<file path="config.mk">
export PLATFORM = sky130hd
export DESIGN_NAME = ysyx_25040109_wbu
export DESIGN_NICKNAME = d
export VERILOG_FILES = /design/src/rtl/ysyx_25040109_wbu.sv
export SDC_FILE = /design/constraint.sdc
export NUM_CORES = 1
export LEC_CHECK = 0
export ABC_AREA = 1
export BUFFER_PORTS_ARGS = -buffer_cell sky130_fd_sc_hd__buf_2
export CELL_PAD_IN_SITES_DETAIL_PLACEMENT = 0
export CELL_PAD_IN_SITES_GLOBAL_PLACEMENT = 1
export CORE_ASPECT_RATIO = 0.8
export CORE_MARGIN = 2
export CORE_UTILIZATION = 30
export DETAILED_ROUTE_END_ITERATION = 6
export PLACE_DENSITY_LB_ADDON = 0.1
export RECOVER_POWER = 100
export SLEW_MARGIN = 20
export SYNTH_ARGS = -nofsm -noshare
export SYNTH_HDL_FRONTEND = slang
export SYNTH_SLANG_ARGS = --single-unit
</file>
<file path="constraint.sdc">
create_clock -name clk -period 5.02 [get_ports clk]
set_clock_uncertainty 0.1 [all_clocks]
set_input_delay 1.506 -clock clk [delete_from_list [all_inputs] [get_ports clk]]
set_output_delay 1.506 -clock clk [all_outputs]
set_load 0.03 [all_outputs]
</file>
<file path="src/rtl/ysyx_25040109_wbu.sv">
// Writeback unit: retires one instruction per handshake, drives the GPR and CSR write
// ports, and sequences the two-cycle ecall trap (mepc, then mcause plus redirect).
module ysyx_25040109_wbu #(
    parameter int unsigned               DATA_WIDTH   = 32,
    parameter int unsigned               ADDR_WIDTH   = 5,
    parameter logic [DATA_WIDTH-1:0]     MCAUSE_ECALL = 'd11
) (
    input  logic                  clk,
    input  logic                  rst,
    input  logic                  in_valid,
    output logic                  in_ready,
    input  logic [DATA_WIDTH-1:0] in_pc,
    input  logic [ADDR_WIDTH-1:0] in_rd,
    input  logic                  in_rd_wen,
    input  logic [DATA_WIDTH-1:0] in_rd_data,
    input  logic [1:0]            in_csr_op,
    input  logic [11:0]           in_csr_addr,
    input  logic [DATA_WIDTH-1:0] in_csr_wdata,
    input  logic [DATA_WIDTH-1:0] mtvec_in,
    input  logic [DATA_WIDTH-1:0] mepc_in,
    output logic                  rf_wen,
    output logic [ADDR_WIDTH-1:0] rf_waddr,
    output logic [DATA_WIDTH-1:0] rf_wdata,
    output logic                  csr_we,
    output logic [11:0]           csr_addr,
    output logic [DATA_WIDTH-1:0] csr_wdata,
    output logic                  commit_valid,
    output logic [DATA_WIDTH-1:0] commit_pc,
    output logic                  redirect_valid,
    output logic [DATA_WIDTH-1:0] redirect_pc
);

    // Handshake: a transfer happens on a rising edge where in_valid && in_ready;
    // upstream holds its payload stable until then, and in_valid is ignored otherwise.

    typedef enum logic [1:0] {
        S_IDLE  = 2'd0,
        S_WB    = 2'd1,
        S_CAUSE = 2'd2
    } state_e;

    localparam logic [1:0]  OP_NONE  = 2'd0;
    localparam logic [1:0]  OP_CSRW  = 2'd1;
    localparam logic [1:0]  OP_ECALL = 2'd2;
    localparam logic [1:0]  OP_MRET  = 2'd3;
    localparam logic [11:0] CSR_MEPC   = 12'h341;
    localparam logic [11:0] CSR_MCAUSE = 12'h342;

    state_e                  state_q, state_d;
    logic [DATA_WIDTH-1:0]   pc_q, pc_d;
    logic [ADDR_WIDTH-1:0]   rd_q, rd_d;
    logic                    rd_wen_q, rd_wen_d;
    logic [DATA_WIDTH-1:0]   rd_data_q, rd_data_d;
    logic [1:0]              csr_op_q, csr_op_d;
    logic [11:0]             csr_addr_q, csr_addr_d;
    logic [DATA_WIDTH-1:0]   csr_wdata_q, csr_wdata_d;

    always_ff @(posedge clk or posedge rst) begin
        if (rst) begin
            state_q     <= S_IDLE;
            pc_q        <= '0;
            rd_q        <= '0;
            rd_wen_q    <= 1'b0;
            rd_data_q   <= '0;
            csr_op_q    <= OP_NONE;
            csr_addr_q  <= '0;
            csr_wdata_q <= '0;
        end else begin
            state_q     <= state_d;
            pc_q        <= pc_d;
            rd_q        <= rd_d;
            rd_wen_q    <= rd_wen_d;
            rd_data_q   <= rd_data_d;
            csr_op_q    <= csr_op_d;
            csr_addr_q  <= csr_addr_d;
            csr_wdata_q <= csr_wdata_d;
        end
    end

    always_comb begin
        state_d     = state_q;
        pc_d        = pc_q;
        rd_d        = rd_q;
        rd_wen_d    = rd_wen_q;
        rd_data_d   = rd_data_q;
        csr_op_d    = csr_op_q;
        csr_addr_d  = csr_addr_q;
        csr_wdata_d = csr_wdata_q;
        case (state_q)
            S_IDLE: begin
                if (in_valid) begin
                    pc_d        = in_pc;
                    rd_d        = in_rd;
                    rd_wen_d    = in_rd_wen;
                    rd_data_d   = in_rd_data;
                    csr_op_d    = in_csr_op;
                    csr_addr_d  = in_csr_addr;
                    csr_wdata_d = in_csr_wdata;
                    state_d     = S_WB;
                end
            end
            S_WB:    state_d = (csr_op_q == OP_ECALL) ? S_CAUSE : S_IDLE;
            S_CAUSE: state_d = S_IDLE;
            default: state_d = S_IDLE;
        endcase
    end

    // Outputs depend only on state and captured fields, never on the live in_* bus.
    always_comb begin
        in_ready       = (state_q == S_IDLE);
        rf_wen         = 1'b0;
        rf_waddr       = rd_q;
        rf_wdata       = rd_data_q;
        csr_we         = 1'b0;
        csr_addr       = csr_addr_q;
        csr_wdata      = csr_wdata_q;
        commit_valid   = 1'b0;
        commit_pc      = pc_q;
        redirect_valid = 1'b0;
        redirect_pc    = '0;
        case (state_q)
            S_WB: begin
                if (csr_op_q == OP_ECALL) begin
                    csr_we    = 1'b1;
                    csr_addr  = CSR_MEPC;
                    csr_wdata = pc_q;
                end else begin
                    rf_wen       = rd_wen_q && (rd_q != '0);
                    commit_valid = 1'b1;
                    csr_we       = (csr_op_q == OP_CSRW);
                    if (csr_op_q == OP_MRET) begin
                        redirect_valid = 1'b1;
                        redirect_pc    = mepc_in;
                    end
                end
            end
            S_CAUSE: begin
                csr_we         = 1'b1;
                csr_addr       = CSR_MCAUSE;
                csr_wdata      = MCAUSE_ECALL;
                commit_valid   = 1'b1;
                redirect_valid = 1'b1;
                redirect_pc    = mtvec_in;
            end
            default: ;
        endcase
    end

endmodule

</file>
* Word level (Yosys, flattened, before mapping)
Cells that the tools add are included.
** Word-level totals
- Logic and storage cells :: 37
- Register bits after elaboration :: 118
- Bits of input ports :: 183
** Cells by class
- Reductions and logical operators :: 4
- Multiplexer cells :: 19
- Equality and inequality tests :: 6
** Operator list (count)
- one-hot mux 32 bit (2 select lines) :: 2
- two-way mux 32 bit :: 3
- one-hot mux 12 bit (2 select lines) :: 1
- two-way mux 12 bit :: 1
- == test 2 bit (second input constant) :: 3
- two-way mux 1 bit :: 6
- one-hot mux 1 bit (2 select lines) :: 3
- nonzero test 5 bit :: 1
- == test 2 x 1 -> 1 bit (second input constant) :: 2
- two-way mux 2 bit :: 2
- one-hot mux 2 bit (2 select lines) :: 1
- logical NOT 2 bit :: 1
- != test 2 bit (second input constant) :: 1
- AND reduction 2 bit :: 1
- logical AND 1 bit :: 1

* Logic depth before layout (Yosys ltp)
- Word-level depth :: 4
- Depth in mapped cells :: 8
- Mapped depth without buffers :: 7

* Worst setup path before layout
Ideal clock, no wire load.
- Path kind :: input to output
- From :: input port mepc_in[1]
- To :: output port redirect_pc[1]
- Data arrival time :: 2.250 ns
- Stages on the path :: 2
- Slack :: 1.164 ns
- Data required time :: 3.414 ns
- Cells stage by stage :: nand2_1 -> o21ai_0
** Between the ends
- Word-level cells in the longest chain between the ends :: 3
** RTL lines
- from (decl) :: RTL line 20 : input logic [DATA_WIDTH-1:0] mepc_in,
- two-way mux 32 bit :: RTL line 131 : if (csr_op_q == OP_MRET) begin
- two-way mux 32 bit :: RTL line 123 : if (csr_op_q == OP_ECALL) begin
- one-hot mux 32 bit (2 select lines) :: RTL line 121 : case (state_q)
- to (decl) :: RTL line 30 : output logic [DATA_WIDTH-1:0] redirect_pc
No other way between the ends.

* Final worst setup path
- From :: register csr_op_q[0]
- To :: output port commit_valid
** Between the ends
- Word-level cells in the longest chain between the ends :: 3
** RTL lines
- from (decl) :: RTL line 54 : logic [1:0] csr_op_q, csr_op_d;
- from (signal assigned) :: RTL line 74 : csr_op_q <= csr_op_d;
- == test 2 bit :: RTL line 123
- two-way mux 1 bit :: RTL line 123
- one-hot mux 1 bit (2 select lines) :: RTL line 121
- to (decl) :: RTL line 27 : output logic commit_valid,
No other way between the ends.

==> results.json <==
{
  "firstDrtPassIters": 4,
  "worstPathRequired_ps": 3410,
  "worstSkewPairLatency_ps": 410,
  "whs_ps": 369,
  "run_status": "finished with violations",
  "worstPathMaxFanout": 21,
  "dp_hpwl_um": 14500,
  "cts_root_buf": "clkbuf_16",
  "post-synth-top-count-cell": "nand2_1",
  "powerDensity_nw_per_um2": 836,
  "critPathKind": "register to output pin",
  "hold_path_class": "register to register",
  "netlist.top_cell.by_area": "dfrtp_1",
  "portBuffers": 332,
  "cts.sinks": 118,
  "postCtsHoldBufs": 0,
  "p_leak_nw": 4.46,
  "wl_per_cell_um": 15.7,
  "startpoint_type": "register",
  "total_power_w": 0.00679,
  "place_inst": 1320,
  "critPathArrivalTime_ps": 2890,
  "fp.dieArea_sq_um": 20600,
  "synth.area.top_cells": "dfrtp_1 51%, nand2_1 19%, nand3_1 13%, buf_2 3.3%, nor2_1 3.0%",
  "whs_path_depth": 2,
  "synth_edf_count": 0,
  "path_delay_family": "buffers and inverters",
  "io_pins": 333,
  "max-cap-violations": 2,
  "gp_congestion": 0.781,
  "synthCells": 777,
  "cts_tree": "built",
  "die_y_um": 129,
  "coreArea_sq_um": 19000,
  "post_cts_buffers": 0,
  "crit_path_end_kind": "output pin",
  "grt_max_degree": 84,
  "cts_buffers": 17,
  "cts.repair.resized": 0,
  "area_growth_pct": 39.2,
  "synth_common_cells": "294 x nand2_1, 151 x nand3_1, 118 x dfrtp_1",
  "cp_cell_sequence": "inv_1 > ha_1 > inv_1 > clkbuf_1 > nand2_1 > o21ai_0 > clkbuf_1",
  "violations": "capacitance limit, slew limit",
  "critPathMaxStageDelay_ps": 770,
  "slew_headroom_pct": -91.6,
  "die_x_um": 160,
  "regToRegEndpoint": "csr_wdata_q[25]",
  "rows": 45,
  "tightest_slew_ps": 2870,
  "grt.total_usage_pct": 20.7,
  "path_buf_inv": 4,
  "r2r_start": "state_q[1]",
  "path_clk_slew_ps": 50,
  "hold_viol": 0,
  "htreeDepth": 4,
  "ir_drop_mv": 0.370,
  "finalSetupViolCount": 0,
  "grt_pass1_wl_um": 33500,
  "drt-initial-drc-count": 356,
  "finalSetupTns_ps": 0,
  "fmax_mhz": 223,
  "clockBufferDepth": 2,
  "initial_core_util_pct": 30.7,
  "hp-start": "csr_wdata_q[4]",
  "min_to": "csr_wdata_q[4]",
  "drc": 0,
  "fin_nets": 1271,
  "r2r_setup_slack_ps": 2300,
  "gr-total-overflow": 0,
  "avgSynthCellArea_sq_um": 7.51,
  "synth_fp_nets": 967,
  "vias_per_cell": 4.61,
  "diodes": 0,
  "synth_area_sq_um": 5840,
  "ys_seq_area_share_pct": 50.6,
  "min_period_ps": 4490,
  "synthFlopType": "dfrtp_1",
  "rsz0062_at_grt": "false",
  "drive_gt1_share_pct": 23.9,
  "fin_crit_sh_pct": 89.5,
  "ys.warnings.count": 0,
  "num_vias": 6228,
  "grt_pass1_vias": 6122,
  "antenna_found_initial": 2,
  "slowest_stage": "clkbuf_1",
  "ant_nets": 0,
  "drt_wl_total_um": 21300,
  "post-synth-top-area-fraction_pct": 50.6,
  "async_flop_share_pct": 100,
  "num-fill-cells": 2182,
  "rr_worst_depth": 6,
  "stdcell_count": 1352,
  "final_util_pct": 42.7,
  "ys_seq_elements": 118,
  "synth_cell_types": 19,
  "slew_violations": 149
}
## per-layer routing
layer | part of all wire, % | wire length [um] | up-vias | track usage [%]
met5 | 0.033 | 7 | - | 0
met4 | 1.0 | 221 | 2 | 4.88
met3 | 7.0 | 1500 | 19 | 7.29
met2 | 46 | 9680 | 186 | 33.0
met1 | 46 | 9840 | 2921 | 27.2
li1 | - | - | 3100 | -
## through the flow
stage / setup slack [ps] / instance area (sq um)
finish: 529 / 8120
global route: 311 / 8120
CTS: 723 / 8290
detailed placement: 1170 / 7660
global placement: 1230 / 7660
floorplan: 285 / 5840
## cell type report
cell class                 count  area [sq um]  area share [%]
clock buffer                  20           457            5.62
tap                          258           323            3.97
timing repair buffer         344          1600            19.7
sequential                   118          2950            36.4
clock inverter                12           176            2.17
multi-input combinational    568          2490            30.7
inverter                      32           120            1.48
## registers in the layout, summed over array words and instances (netlist names)
name and cells:
commit_pc 32, csr_wdata_q 32, rf_wdata 32, csr_addr_q 12, rf_waddr 5, csr_op_q 2
state_q 2, rd_wen_q 1
## how the worst max path moves through the flow
stage                            from            end  slack [ps]  cells after the start
after CTS                  state_q[0]  csr_wdata[27]         720                      7
after global routing      csr_op_q[0]   commit_valid         310                      7
after floorplan                   rst   commit_pc[0]         280                      1
after global placement     state_q[0]  csr_wdata[27]        1230                      7
final                     csr_op_q[0]   commit_valid         530                      7
after detailed placement   state_q[0]  csr_wdata[27]        1170                      7
## cell usage in the layout (no fill, tap or decap)
master	instances
nand2_1	294
buf_2	218
nand3_1	151
clkbuf_1	119
dfrtp_1	118
nor2_1	46
o21ai_0	39
inv_1	31
a21oi_1	24
clkbuf_16	17
ha_1	6
clkinvlp_4	5
bufinv_16	4
buf_4	4
clkbuf_2	3
o21ai_1	2
nand4_1	2
clkbuf_8	2
clkinv_2	2
nand2_4	1
or2_2	1
inv_2	1
nor2_2	1
ha_4	1
clkinv_4	1
buf_12	1
## worst min-delay path: stages, from the launching register on
cell     delay [ps]
dfrtp_1         340
nand2_1          50
nand2_1          50
## kinds of logic (layout without fill, tap and decap cells)
| family | count (synthesis) | in the layout | synth area share (%) |
|---|---|---|---|
| simple gates | 496 | 496 | 35.4 |
| flops | 118 | 118 | 50.6 |
| buf+inv | 91 | 408 | 6.97 |
| compound gates | 65 | 65 | 5.57 |
| fa+ha+maj | 7 | 7 | 1.50 |
## report_power, final
group | switching, W | internal [W] | total [W] | leakage (nW)
clock | 0.000445 | 0.000855 | 0.00130 | 0.294
combinational | 0.00294 | 0.000864 | 0.00381 | 2.74
sequential | 0.000274 | 0.00141 | 0.00169 | 1.43
Note: power is estimated with default switching activity, not from simulation.
